**config.mk**
```make
export PLATFORM = sky130hd
export DESIGN_NAME = dr_exponent_tx
export DESIGN_NICKNAME = d
export VERILOG_FILES = /design/src/rtl/dr_exponent_tx_pkg.sv /design/src/rtl/dr_exponent_tx_sync2.sv /design/src/rtl/dr_exponent_tx.sv
export SDC_FILE = /design/constraint.sdc
export NUM_CORES = 1
export LEC_CHECK = 0
export BUFFER_PORTS_ARGS = -buffer_cell sky130_fd_sc_hd__buf_4
export CORE_UTILIZATION = 53
export CTS_CLUSTER_DIAMETER = 80
export DETAILED_ROUTE_END_ITERATION = 6
export GPL_TIMING_DRIVEN = 0
export PLACE_DENSITY = 0.77
export RECOVER_POWER = 100
export SLEW_MARGIN = 25
export SYNTH_ARGS = -nofsm -noshare
export SYNTH_HDL_FRONTEND = slang
export SYNTH_SLANG_ARGS = --single-unit
```
**constraint.sdc**
```tcl
create_clock -name clk -period 2.88 [get_ports clk]
set_input_delay 0.432 -clock clk [delete_from_list [all_inputs] [get_ports clk]]
set_output_delay 0.432 -clock clk [all_outputs]
set_load 0.02 [all_outputs]
```
**src/rtl/dr_exponent_tx_pkg.sv**
```systemverilog
// Shared types for the asynchronous CORDIC exponent path: the dual-rail bit encoding
// and the state set of the synchronous-to-dual-rail transmitter.
package pa_AsyncCordic;

    localparam int EW = 7;

    typedef struct packed {
        logic data_1;
        logic data_0;
    } dual_rail_t;

    typedef enum logic [1:0] {
        IDLE = 2'd0,
        DATA = 2'd1,
        RTZ  = 2'd2,
        DONE = 2'd3
    } tx_state_e;

    function automatic dual_rail_t encode_bit(input logic b);
        dual_rail_t r;
        r.data_1 = b;
        r.data_0 = ~b;
        return r;
    endfunction

endpackage

```
**src/rtl/dr_exponent_tx_sync2.sv**
```systemverilog
// Two-flop synchronizer bank for asynchronous handshake inputs.
module dr_sync2 #(
    parameter int W = 1
) (
    input  logic         clk,
    input  logic         rst,
    input  logic [W-1:0] d,
    output logic [W-1:0] q
);

    logic [W-1:0] meta_p0;
    logic [W-1:0] sync_p1;

    always_ff @(posedge clk) begin
        if (rst) begin
            meta_p0 <= '0;
            sync_p1 <= '0;
        end else begin
            meta_p0 <= d;
            sync_p1 <= meta_p0;
        end
    end

    assign q = sync_p1;

endmodule

```
**src/rtl/dr_exponent_tx.sv**
```systemverilog
// Sends a binary exponent as a four-phase dual-rail token to an asynchronous
// zero-detector and returns its synchronized zero/non-zero verdict.
module dr_exponent_tx #(
    parameter int EW  = pa_AsyncCordic::EW,
    parameter int TMO = 255
) (
    input  logic                             clk,
    input  logic                             rst,
    input  logic                             in_valid,
    input  logic [EW:0]                      in_exp,
    output logic                             in_ready,
    output pa_AsyncCordic::dual_rail_t [EW:0] exponent,
    input  logic                             ack_i,
    input  pa_AsyncCordic::dual_rail_t       ctrl,
    output logic                             ctrl_ack,
    output logic                             res_valid,
    output logic                             res_zero,
    input  logic                             res_ready,
    output logic                             err
);

    import pa_AsyncCordic::*;

    localparam int WD_W = $clog2(TMO + 1);

    typedef dual_rail_t [EW:0] rails_t;

    function automatic rails_t to_dual_rail(input logic [EW:0] w);
        rails_t r;
        for (int i = 0; i <= EW; i++) begin
            r[i] = encode_bit(w[i]);
        end
        return r;
    endfunction

    tx_state_e   state;
    tx_state_e   state_nxt;
    logic [EW:0] exp_p0;
    logic [WD_W-1:0] wdog;
    logic        ack_s;
    logic        c1_s;
    logic        c0_s;
    logic        accept;
    logic        data_exit;
    logic        illegal;
    logic        rtz_done;
    logic        tmo_hit;

    dr_sync2 #(
        .W(3)
    ) u_sync (
        .clk (clk),
        .rst (rst),
        .d   ({ack_i, ctrl.data_1, ctrl.data_0}),
        .q   ({ack_s, c1_s, c0_s})
    );

    assign in_ready = (state == IDLE) && !res_valid && !rst;
    assign tmo_hit  = (wdog == WD_W'(TMO - 1));

    always_ff @(posedge clk) begin
        if (rst) begin
            state <= IDLE;
        end else begin
            state <= state_nxt;
        end
    end

    always_comb begin
        state_nxt = state;
        accept    = 1'b0;
        data_exit = 1'b0;
        illegal   = 1'b0;
        rtz_done  = 1'b0;
        case (state)
            IDLE: begin
                accept = in_valid && in_ready;
                if (accept) state_nxt = DATA;
            end
            DATA: begin
                // A both-rails-high verdict is a protocol violation but still ends the phase.
                illegal   = c1_s && c0_s;
                data_exit = illegal || (ack_s && (c1_s ^ c0_s));
                if (data_exit || tmo_hit) state_nxt = RTZ;
            end
            RTZ: begin
                rtz_done = !ack_s && !c1_s && !c0_s;
                if (rtz_done)     state_nxt = DONE;
                else if (tmo_hit) state_nxt = IDLE;
            end
            DONE:    state_nxt = IDLE;
            default: state_nxt = IDLE;
        endcase
    end

    // Captured word is data only; the FSM decides whether it is ever used.
    always_ff @(posedge clk) begin
        if (accept) exp_p0 <= in_exp;
    end

    always_ff @(posedge clk) begin
        if (rst) begin
            wdog <= '0;
        end else if ((state_nxt != state) || !((state == DATA) || (state == RTZ))) begin
            wdog <= '0;
        end else begin
            wdog <= wdog + WD_W'(1);
        end
    end

    always_ff @(posedge clk) begin
        if (rst) begin
            exponent  <= '0;
            ctrl_ack  <= 1'b0;
            res_valid <= 1'b0;
            res_zero  <= 1'b0;
            err       <= 1'b0;
        end else begin
            if (res_valid && res_ready) res_valid <= 1'b0;
            case (state)
                IDLE: begin
                    exponent <= '0;
                    ctrl_ack <= 1'b0;
                end
                DATA: begin
                    if (data_exit) begin
                        res_zero  <= c1_s && !c0_s;
                        res_valid <= 1'b1;
                        exponent  <= '0;
                        ctrl_ack  <= 1'b1;
                        if (illegal) err <= 1'b1;
                    end else if (tmo_hit) begin
                        err      <= 1'b1;
                        exponent <= '0;
                        ctrl_ack <= 1'b1;
                    end else begin
                        exponent <= to_dual_rail(exp_p0);
                    end
                end
                RTZ: begin
                    if (rtz_done) begin
                        ctrl_ack <= 1'b0;
                    end else if (tmo_hit) begin
                        err      <= 1'b1;
                        ctrl_ack <= 1'b0;
                    end
                end
                default: begin
                end
            endcase
        end
    end

endmodule

```
==> results of run 1 <==
## synth_stat cells
cell,number
nand3_1,5
nor3b_1,1
a22oi_1,8
o211ai_1,3
or2_2,1
xnor2_1,4
a311oi_2,1
nor3_1,1
o22ai_1,1
a31oi_1,1
dfxtp_1,36
a2bb2oi_1,8
edfxtp_1,8
clkbuf_1,5
and2_1,1
nor2b_1,6
inv_1,10
nand4_1,2
xor2_1,3
and3_1,1
buf_2,1
nand2_1,11
nand3_2,1
or3_1,1
o21ai_0,5
nand4_2,1
a21o_1,1
nand2b_1,2
nor2_1,32
nand4bb_1,1
ha_1,8
a311oi_1,2
nor3_2,2
a21oi_1,6
a21boi_0,1
## power by group through the flow
stage	combinational, mW	sequential [mW]	clock, mW
2_1_floorplan	0.405	0.809	0
3_3_place_gp	0.615	0.774	0
3_5_place_dp	0.632	0.781	0
4_1_cts	0.636	0.767	0.281
5_1_grt	0.669	0.777	0.308
6_report	0.595	0.766	0.273
## through the flow
step | instances | worst slack (ns) | hold WS (ns)
floorplan | 181 | 1.26 | 0.414
global placement | 260 | 0.916 | 0.422
detailed placement | 260 | 0.876 | 0.425
CTS | 267 | 0.848 | 0.239
global route | 267 | 0.416 | 0.246
finish | 267 | 0.571 | 0.269
## kinds of logic (layout without fill, tap and decap cells)
logic type / after synthesis / in the layout
flip-flops: 44 / 44
adder cells (fa/ha/maj): 8 / 8
XOR/XNOR: 7 / 7
AND/OR/NAND/NOR: 69 / 69
AO/OA/AOI/OAI: 37 / 37
buffers and inverters: 16 / 58
## critical path: cells and delay by family, from the launching register on
family	cells	cell delay, ns
and+or+nand+nor	4	1.36
DFF	1	0.39
adders and majority gates	1	0.26
AOI/OAI and AO/OA	1	0.18
buffers and inverters	1	0.05
## routing by layer
metal	vias to the layer above	share of wire, %	routed length (um)
li1	710	-	-
met1	656	41	1520
met2	38	53	1940
met3	6	5.3	198
met4	0	1.0	37
met5	-	0	0
## state kept, by name, indices dropped and copies added, names as in the netlist
signal and flops:
res_zero 1, exp_p0 8, ctrl_ack 1, u_sync.q 3, exponent 16, u_sync.meta_p0 3
state 2, err 1, wdog 8, res_valid 1
## final timing paths
| check | endpoint | depth (start not counted) | from |
|---|---|---|---|
| max | exponent[5] | 7 | u_sync.q[0] |
| min | exp_p0[1] | 1 | in_exp[1] |
| max reg2reg | exponent[5] | 7 | u_sync.q[0] |
| min reg2reg | u_sync.q[2] | 1 | u_sync.meta_p0[2] |
## cell type report
class	instances	area [sq um]
buffer	6	22.5
clock buffer	5	37.5
clock inverter	2	12.5
fill	294	1060
inverter	10	37.5
multi-input combinational	121	758
sequential	44	961
tap	44	55.1
timing repair buffer	35	180
## cell usage in the layout (no fill, tap or decap), types with 2 or more instances in the layout
cell | netlist | final
inv_1 | 10 | 10
o211ai_1 | 3 | 3
a21oi_1 | 6 | 6
xor2_1 | 3 | 3
o21ai_0 | 5 | 5
a22oi_1 | 8 | 8
buf_4 | 0 | 5
nor2_1 | 32 | 32
nand2b_1 | 2 | 2
a311oi_1 | 2 | 2
nand4_1 | 2 | 3
nand2_1 | 11 | 11
clkbuf_4 | 0 | 13
nor2b_1 | 6 | 6
nor3_1 | 1 | 2
dfxtp_1 | 36 | 36
a2bb2oi_1 | 8 | 8
clkbuf_1 | 5 | 28
ha_1 | 8 | 8
nand3_1 | 5 | 5
xnor2_1 | 4 | 4
edfxtp_1 | 8 | 8
==> impl_results.md, run 1 <==
- Area after DPL: 2110 sq um
- Cell area after synthesis: between 1500 and 2000 sq um
- Largest family of logic cells by synthesized area: simple AND/OR/NAND/NOR gates
- Reg clk slew, reported paths: 0.12 ns
- DRC: 0
- Top Usage Layer GRT: met2
- Via/cell ratio: 5.28
- Internal: between 0.9 and 1 mW
- RSZ-0062 raised after global routing: false
- Crit path time final: around 2.3 ns
- Status: finished clean
- Met2 usage: 40.7%
- Post-synth top area share: 40.2%
- Total CTS buffers: 5
- Synth Instances: 181
- Final WL: 3.70 mm
- Compound-Gate Fraction of Synth Area: 14.9%
- Initial antenna violation count: 0
- Sw Ratio: 38.8%
- Largest net degree at the start of global routing: 14
- Relative slew slack: 23.5%
- Drt wl/cell: roughly 14 um
- Number of detailed-route iterations in the first pass: 4
- Post-layout nets: between 200 and 250
- Final Instance Area: 2060 sq um
- Number of distinct library cells after synthesis: 35
- Fmax: about 430 MHz
- CTS tree: yes
- Grt met3 use: between 5 and 6%
- # IOs: 36
- Sum Neg Setup Slack: 0 ns
- Hold Violations, Final: 0
- WS Path Type: flip-flop to flip-flop
- Row count: 20
- XOR/XNOR Fraction of Synth Area: 3.42%
- Deepest clock path buffer count: 2
- Slew Limit Fails: 0
- Setup violators final: 0
- Worst path cell trace: inv_1 > ha_1 > nand2b_1 > nand2_1 > nor3_1 > a22oi_1 > nor2_1
- Syn avg cell area: between 9 and 10 sq um
- Die height: 60.1 um
- CP Capture Type: flip-flop
- Area growth from synthesis to layout: 15.2%
- Combinational Power Share: between 30 and 40%
- Worst vdd ir: 0.376 mV
- Post-Route Skew: 0.00917 ns
- Sequential fraction of the synthesis area: 53.6%
- Kind of start point of the critical path: flip-flop
- HP Class: input port to flip-flop
- H-tree depth reported by CTS: 2
- DIE WIDTH: 60.1 um
- Antenna diode count: 0
- Hold Buf Count CTS: 0
- CP max FO: 8
- Vias in the first global route: 1452
- Leakage power: 0.766 nW
- Simple-gate share of the synthesized area: roughly a fifth
- Starting Density: around 57%
- Iter 0 DRT Violations: 47
- GRT met1 Usage: 24.9%
- CP peak stage delay: 0.94 ns
- Finished Core Util: between 60% and 70%
- GP Congestion: 0.852
- WP data required: 3.17 ns
- Layout cell share with drive strength beyond 1: 10.8%
- Synthesized-area fraction occupied by adder cells: between 5 and 6%
- Worst-Margin Slew: 1.14 ns
- CTS Sinks: 44
- First-pass GRT wire length: ~6.1 mm
- Synth warnings: 0
- Top post-synthesis cells by area: dfxtp_1 (40%), edfxtp_1 (13%), nor2_1 (6.7%)
- Net Count, Synth: 204
- PortBufs: 35
- Post-CTS Setup Repair Bufs: 0
- Cell Pwr Density: ~800 nW/um^2
- #FFs+latches synth: 44
- Gr ovfl total: 0
- Total number of vias: 1410
- Clk network pwr share: 16.7%
- Fin crit share: 80.2%
- Yosys top cell by area: dfxtp_1
- Power Total: 1.63 mW
- Post-DP HPWL: around 2.8 mm
- Remaining antenna violation count: 0
- Post-CTS sizing: 0
- Die ar.: 3620 sq um
- Number of max-cap violations: 0
- Setup slack, reg-to-reg: 0.57 ns
- GR Util All Layers: 23.1%
- Root Buffer: clkbuf_4
- WP data arrival: 2.60 ns
- P_sw: 0.635 mW
- Mux contribution to synthesized area: 0%
- Core footprint: 3130 sq um
- Sequential power share: 46.9%
- Later-pin clock latency in the skew report: between 0.3 and 0.4 ns
- CP max-delay cell: nor3_1
Power figures use the tool's default switching activity.
==> inputs of run 2 (changes only) <==
--- a/config.mk
+++ b/config.mk
@@ -5,12 +5,13 @@
 export SDC_FILE = /design/constraint.sdc
 export NUM_CORES = 1
 export LEC_CHECK = 0
+export ABC_AREA = 1
 export BUFFER_PORTS_ARGS = -buffer_cell sky130_fd_sc_hd__buf_4
-export CORE_UTILIZATION = 53
+export CORE_UTILIZATION = 49
 export CTS_CLUSTER_DIAMETER = 80
 export DETAILED_ROUTE_END_ITERATION = 6
 export GPL_TIMING_DRIVEN = 0
-export PLACE_DENSITY = 0.77
+export PLACE_DENSITY = 0.75
 export RECOVER_POWER = 100
 export SLEW_MARGIN = 25
 export SYNTH_ARGS = -nofsm -noshare
==> constraint.sdc (replaced) <==
create_clock -name clk -period 2.1 [get_ports clk]
set_input_delay 0.315 -clock clk [delete_from_list [all_inputs] [get_ports clk]]
set_output_delay 0.315 -clock clk [all_outputs]
set_load 0.02 [all_outputs]
==> run 2 against run 1 <==
Compared with the run above: synthesized cell count rose by 14%; via count rose by 7.7%; cell area rose by 8.1%; cell count rose by 11%; clock skew barely moved; sequential power rose by 30%; clock power rose by 93%; global-route usage fell by 4.0 points; core utilization fell by 6.4 points; setup slack got worse by 0.38 ns; worst hold slack got worse by 0.055 ns; routed wire length fell by 3.5%.
==> impl_results.md, run 2 <==
- Yosys top cell by area: dfxtp_1
- Top post-synthesis cells by area: dfxtp_1 (37%), edfxtp_1 (12%), nand3_1 (6.2%)
- Later-pin clock latency in the skew report: 0.30 ns (-0.05 ns)
- Slew Limit Fails: 0 (unchanged)
- Most common cell in the netlist: dfxtp_1
- Die ar.: 4220 sq um (+17%)
- Most frequent CP cell: nand2_1
- WP data required: 2.31 ns (-0.86 ns)
- Hold Violations, Final: 0 (unchanged)
- Biggest registers after layout: exponent x16, exp_p0 x8, wdog x8
- WS Path Type: flip-flop to flip-flop
- Hold Path Stages: 1 (unchanged)
- Post-layout nets: 271 (+10%)
- Worst vdd ir: 0.563 mV (+50%)
- Syn avg cell area: 9.43 sq um (-4.7%)
- Fin crit share: 91.0% (+11 points)
- Fmax: 523 MHz (+21%)
- Synth cell count leaders: dfxtp_1 (36), nand3_1 (24), a21oi_1 (23), inv_1 (19), nand2_1 (14)
- First-pass GRT wire length: 6.07 mm (-0.44%)
- Sequential fraction of the synthesis area: 49.5% (-4.2 points)
- Cell Pwr Density: 983 nW/um^2 (+24%)
- Core footprint: 3740 sq um (+20%)
- CP peak stage delay: 0.40 ns (-0.54 ns)
- Root Buffer: clkbuf_8
- Synth warnings: 0 (unchanged)
- # IOs: 36 (unchanged)
- Setup violators final: 0 (unchanged)
- Number of max-cap violations: 0 (unchanged)
- Largest Register: exponent
- CP Capture Type: flip-flop
- DRC: 0 (unchanged)
- Net Count, Synth: 229 (+12%)
- Setup slack, reg-to-reg: 0.19 ns (-0.38 ns)
- Deepest clock path buffer count: 2 (unchanged)
- RSZ-0062 raised after global routing: false
- Number of detailed-route iterations in the first pass: 4 (unchanged)
- GR Util All Layers: 19.1% (-4.0 points)
- Setup ws final: 0.189 ns (-0.382 ns)
- Cell area after synthesis: 1940 sq um (+8.4%)
- Reg clk slew, reported paths: 0.09 ns (-0.03 ns)
- Starting Density: 51.9% (-5.4 points)
- HP Class: input port to flip-flop
- Max reg flops: 16 (unchanged)
- Iter 0 DRT Violations: 123 (+160%)
- Largest net degree at the start of global routing: 16 (+2)
- Leakage power: 0.835 nW (+9.1%)
- Synth Instances: 206 (+14%)
- Area growth from synthesis to layout: 14.9%
- #FFs+latches synth: 44 (unchanged)
- H-tree depth reported by CTS: 2 (unchanged)
- GP Congestion: 0.822 (-3.5%)
- Async SR Flop Fraction: 0% (unchanged)
- Antenna diode count: 0 (unchanged)
- Worst R2R Path Depth: 11 (+4)
- Layout cell share with drive strength beyond 1: 20.5% (+9.7 points)
- Commonest non-fill, non-tap cell in the layout: dfxtp_1
- Gr ovfl total: 0 (unchanged)
- Total CTS buffers: 5 (unchanged)
- Row count: 22 (+10%)
- Drt wl/cell: 12.0 um (-13%)
- Crit path time final: 1.91 ns (-0.398 ns)
- CTS Sinks: 44 (unchanged)
- Post-Route Skew: 0.00924 ns (+0.0000699 ns)
- Initial antenna violation count: 0 (unchanged)
- Die height: 65.0 um (+8.0%)
- CTS tree: yes
- Worst-Margin Slew: 0.461 ns (-0.678 ns)
- Hold Buf Count CTS: 0 (unchanged)
- Final Hold Slack: 0.214 ns (-0.0549 ns)
- DIE WIDTH: 65.0 um (+8.0%)
- Ys flop type: dfxtp_1
- Remaining antenna violation count: 0 (unchanged)
- Sum Neg Setup Slack: 0 ns (unchanged)
- CP max-delay cell: dfxtp_1
- PortBufs: 35 (unchanged)
- Final WL: 3.57 mm (-3.5%)
- Post-synth EDFFs: 8 (unchanged)
- Kind of start point of the critical path: flip-flop
- Total number of vias: 1519 (+7.7%)
- WP data arrival: 2.13 ns (-0.47 ns)
- Status: finished clean
- Relative slew slack: 69.3% (+46 points)
- Post-DP HPWL: 2.46 mm (-13%)
- Worst slack, placed: 0.193 ns (-0.683 ns)
- Most frequent cells in the layout: dfxtp_1 (36), clkbuf_1 (27), nand3_1 (24)
- Number of distinct library cells after synthesis: 31 (-11%)
- Via/cell ratio: 5.11 (-3.2%)
- Worst path cell trace: inv_1 > ha_1 > inv_2 > nor3_2 > nand2_1 > inv_2 > o21ai_1 > nand2_1 > nand2_1 > nand2_4 > nor3_1
- CP max FO: 10 (+2)
- Vias in the first global route: 1397 (-3.8%)
- Post-synth top area share: 37.1% (-3.1 points)
## run 2: cell count changes after synthesis, moves of 4 or more
| cell | change |
|---|---|
| a21oi_1 | +17 |
| a22oi_1 | -8 |
| a2bb2oi_1 | -8 |
| inv_1 | +9 |
| nand2_2 | +5 |
| nand3_1 | +19 |
| nand4_1 | +6 |
| nor2_1 | -21 |
| nor2b_1 | -6 |
| nor3_2 | +7 |
| o21ai_0 | -4 |
| or2_2 | +7 |
## run 2: worst max-delay path: cells and delay by family (launching register included)
family | cells | cell delay [ns]
compound gates | 1 | 0.18
fa+ha+maj | 1 | 0.23
buf+inv | 3 | 0.40
flops | 1 | 0.40
simple gates | 6 | 0.60
## run 2: area by class of cell
type	instances	area, sq um
inverter	22	82.6
multi-input combinational	132	813
timing repair buffer	35	180
sequential	44	961
fill	387	1510
tap	48	60.1
clock buffer	5	68.8
clock inverter	3	23.8
buffer	8	42.5
## run 2: logic make-up after synthesis
family,count (synthesis),synth area share [%]
AOI/OAI and AO/OA,31,8.76
xor gates and xnor gates,6,2.70
adders and majority gates,8,5.15
buffers and inverters,30,6.83
DFF,44,49.5
and+or+nand+nor,87,27.1
## run 2: layer usage
metal  vias to the layer above  GRT usage, %  wire [um]
li1                        773             -          -
met1                       704          22.8       1620
met2                        38          32.0       1740
met3                         4          5.81        179
met4                         0          6.67         28
met5                         -             0          0
## run 2: metrics by stage
stage               power (mW)  instance area, sq um  util [%]  std cells
floorplan                 1.55                  1940         -        206
global route              2.34                  2230      59.6        297
detailed placement        1.75                  2270      60.5        289
global placement          1.74                  2270      60.5        289
finish                    2.19                  2230      59.6        297
CTS                       2.28                  2360      63.0        297
## run 2: timing repair
| item | CTS | global route |
|---|---|---|
| setup buffers | 0 | 0 |
| hold endpoints to repair | 0 | 0 |
| gates resized for setup | 0 | 2 |
| setup endpoints to repair | 0 | 8 |
## run 2: final timing paths
check,from,endpoint
min reg2reg,u_sync.meta_p0[0],u_sync.q[0]
min,in_exp[2],exp_p0[2]
max,state[0],wdog[7]
max reg2reg,state[0],wdog[7]
## run 2: power by group
| group | switching, mW | leakage, nW | internal [mW] |
|---|---|---|---|
| clock network | 0.291 | 0.0404 | 0.235 |
| registers | 0.0507 | 0.367 | 0.948 |
| logic | 0.453 | 0.428 | 0.216 |
==> inputs of run 3 (changes only) <==
--- a/config.mk
+++ b/config.mk
@@ -16,4 +16,6 @@
 export SLEW_MARGIN = 25
 export SYNTH_ARGS = -nofsm -noshare
 export SYNTH_HDL_FRONTEND = slang
+export SYNTH_HIERARCHICAL = 1
 export SYNTH_SLANG_ARGS = --single-unit
+export TNS_END_PERCENT = 100
==> run 3 against run 2 <==
Compared with the run above: fmax is 0.54% lower; count of clock-buffer cells in the layout unchanged; non-clock buffer count increased by 1; cell area rose by 0.62%; sequential share of layout area shrank 0.26 points; setup slack worse by 0.010 ns; total power grew 11%; critical path type is now flip-flop to output port.
==> impl_results.md, run 3 <==
- Cell Pwr Density: 1090 nW/um^2 (+11%)
- Placed Cells: 297 (+2.8%)
- WP data required: 1.78 ns (-0.53 ns)
- Initial antenna violation count: 0 (unchanged)
- RR Endpoint: ctrl_ack
- DRC: 0 (unchanged)
- Largest Register: exponent
- Synth warnings: 6 (+6)
- Crit path buf inv count: 4 (+1)
- Post-DP HPWL: 2.47 mm (+0.48%)
- WP data arrival: 1.61 ns (-0.52 ns)
- Max reg flops: 16 (unchanged)
- Row count: 22 (unchanged)
- Post-Route Skew: 0.00470 ns (-0.00454 ns)
- Final std cells w/o fill: 305 (+2.7%)
- Hold Path Stages: 1 (unchanged)
- Hold Violations, Final: 0 (unchanged)
- Synth Instances: 214 (+3.9%)
- Slew Limit Fails: 0 (unchanged)
- Crit path time final: 1.92 ns (+0.0104 ns)
- Total number of vias: 1500 (-1.3%)
- Worst-Margin Slew: 0.435 ns (-0.0255 ns)
- Worst path cell trace: inv_2 > ha_2 > clkinv_2 > clkbuf_4 > nor3_2 > buf_4
- Sum Neg Setup Slack: 0 ns (unchanged)
- CP max-delay cell: dfxtp_1
- CP max FO: 10 (unchanged)
- Deepest clock path buffer count: 2 (unchanged)
- Synth cell count leaders: dfxtp_1 (36), nand3_1 (25), inv_1 (24), nor2_1 (22)
- Number of detailed-route iterations in the first pass: 4 (unchanged)
- Net Count, Synth: 237 (+3.5%)
- CTS tree: yes
- Syn avg cell area: 8.83 sq um (-6.4%)
- Starting Density: 51.2% (-0.68 points)
- Reg clk slew, reported paths: 0.08 ns (about the same)
- Setup slack, reg-to-reg: 0.24 ns (+0.05 ns)
- Async SR Flop Fraction: 0% (unchanged)
- Largest net degree at the start of global routing: 15 (-1)
- Post-CTS Setup Repair Bufs: 0 (unchanged)
- Area growth from synthesis to layout: 18.9%
- CP peak stage delay: 0.35 ns (-0.05 ns)
- Later-pin clock latency in the skew report: 0.30 ns (about the same)
- WS Path Type: flip-flop to output port
- Die height: 64.1 um (-1.3%)
- Layout cell share with drive strength beyond 1: 16.0% (-4.5 points)
- Leakage power: 0.870 nW (+4.2%)
- Worst path depth: 6 (-5)
- Commonest non-fill, non-tap cell in the layout: dfxtp_1
- DR WL met3: 156 um (-13%)
- H-tree depth reported by CTS: 2 (unchanged)
- Fmax: 521 MHz (-0.54%)
- Worst vdd ir: 0.720 mV (+28%)
- Hold_sp: in_exp[3]
- Drt wl/cell: 11.2 um (-6.8%)
- HP Class: input port to flip-flop
- DIE WIDTH: 64.1 um (-1.3%)
- Ys flop type: dfxtp_1
- GP Congestion: 0.854 (+3.9%)
- Vias in the first global route: 1378 (-1.4%)
- Number of max-cap violations: 0 (unchanged)
- WL met1: 1.56 mm (-4.1%)
- Via/cell ratio: 4.92 (-3.8%)
- Kind of start point of the critical path: flip-flop
- Most common cell in the netlist: dfxtp_1
- Worst R2R Path Depth: 10 (-1)
- Iter 0 DRT Violations: 50 (-59%)
- Hold path endpoint: exp_p0[3]
- # IOs: 36 (unchanged)
- Gr ovfl total: 0 (unchanged)
- Core footprint: 3690 sq um (-1.5%)
- Post-synth EDFFs: 8 (unchanged)
- Most frequent cells in the layout: dfxtp_1 (36), nand3_1 (26), clkbuf_1 (25)
- Register area: 961 sq um (unchanged)
- Fin crit share: 91.5% (+0.49 points)
- Root Buffer: clkbuf_8
- Antenna diode count: 0 (unchanged)
- Sequential fraction of the synthesis area: 50.9% (+1.4 points)
- Yosys top cell by area: dfxtp_1
- Cell area after synthesis: 1890 sq um (-2.8%)
- Relative slew slack: 70.7% (+1.4 points)
- Final Hold Slack: 0.208 ns (-0.00564 ns)
- Worst slack, placed: 0.138 ns (-0.0550 ns)
- CP Capture Type: output port
- Hold Buf Count CTS: 0 (unchanged)
- R2R Path Start: u_sync/q[0]
- PortBufs: 35 (unchanged)
- Top delay family on crit path: buffers and inverters
- Final WL: 3.42 mm (-4.3%)
- CTS Sinks: 44 (unchanged)
- Top post-synthesis cells by area: dfxtp_1 (38%), edfxtp_1 (13%), nand3_1 (6.6%)
- Status: finished clean
- #FFs+latches synth: 44 (unchanged)
- First-pass GRT wire length: 5.71 mm (-6.0%)
- RSZ-0062 raised after global routing: false
- Uppermost layer routed: met4
- GR Util All Layers: 18.7% (-0.33 points)
- Number of distinct library cells after synthesis: 28 (-9.7%)
- Setup ws final: 0.179 ns (-0.0104 ns)
- WL met2: 1.64 mm (-6.1%)
- Post-layout nets: 279 (+3.0%)
- Setup violators final: 0 (unchanged)
- Remaining antenna violation count: 0 (unchanged)
- Total CTS buffers: 5 (unchanged)
- Multi-input gate area: 779 sq um (-4.2%)
- Die ar.: 4110 sq um (-2.7%)
- # fillers: 353 (-8.8%)
- Biggest registers after layout: exponent x16, exp_p0 x8, wdog x8
- Post-synth top area share: 38.1% (+1.1 points)
## run 3: cell types whose count changed after synthesis, sizes merged, moves of 2 or more
| cell | before | now |
|---|---|---|
| nor2 | 13 | 26 |
| nor3 | 9 | 1 |
| a21oi | 24 | 20 |
| inv | 22 | 25 |
| nand3 | 27 | 29 |
## run 3: worst max path at each step
stage / slack, ns / to / startpoint
after floorplan: 0.25 / in_ready / state[1]
after global placement: 0.15 / in_ready / state[1]
after detailed placement: 0.14 / in_ready / state[1]
final: 0.18 / in_ready / state[1]
after CTS: 0.03 / in_ready / state[1]
after global routing: 0.07 / ctrl_ack / u_sync/q[0]
## run 3: power breakdown
part | switching [mW] | internal, mW | leakage (nW)
logic | 0.525 | 0.273 | 0.449
clock network | 0.283 | 0.352 | 0.0541
registers | 0.0564 | 0.953 | 0.367
total | 0.865 | 1.58 | 0.870
## run 3: what timing repair did
action	in CTS	in global routing
endpoints found under the setup margin	1	1
hold endpoints to repair	0	0
resized for setup	4	3
## run 3: cell families after synthesis
group	count (synthesis)	synth area share (%)
flops	44	50.9
compound gates	26	7.42
buf+inv	35	8.01
xor+xnor	6	2.78
fa+ha+maj	8	5.30
simple gates	95	25.6
## run 3: through the flow
step / utilization, % / cell area, sq um / power (mW)
floorplan: - / 1890 / 1.61
global placement: 60.0 / 2210 / 1.84
detailed placement: 60.0 / 2210 / 1.85
CTS: 63.2 / 2330 / 2.50
global route: 60.9 / 2250 / 2.59
finish: 60.9 / 2250 / 2.44
## run 3: final cells by class
type                    count  share of cell area, %
flip-flops and latches     44                   42.8
multi-input cells         135                   34.7
repair buffers             35                   8.19
inverters                  26                   4.40
clock buffers               5                   3.06
well taps                  48                   2.67
plain buffers               9                   2.28
clock inverters             3                   1.89
## run 3: per-layer routing
layer / up-vias / track usage [%]
met5: - / 0
met4: 0 / 11.4
met3: 6 / 5.54
met2: 31 / 31.6
met1: 677 / 20.6
li1: 786 / -
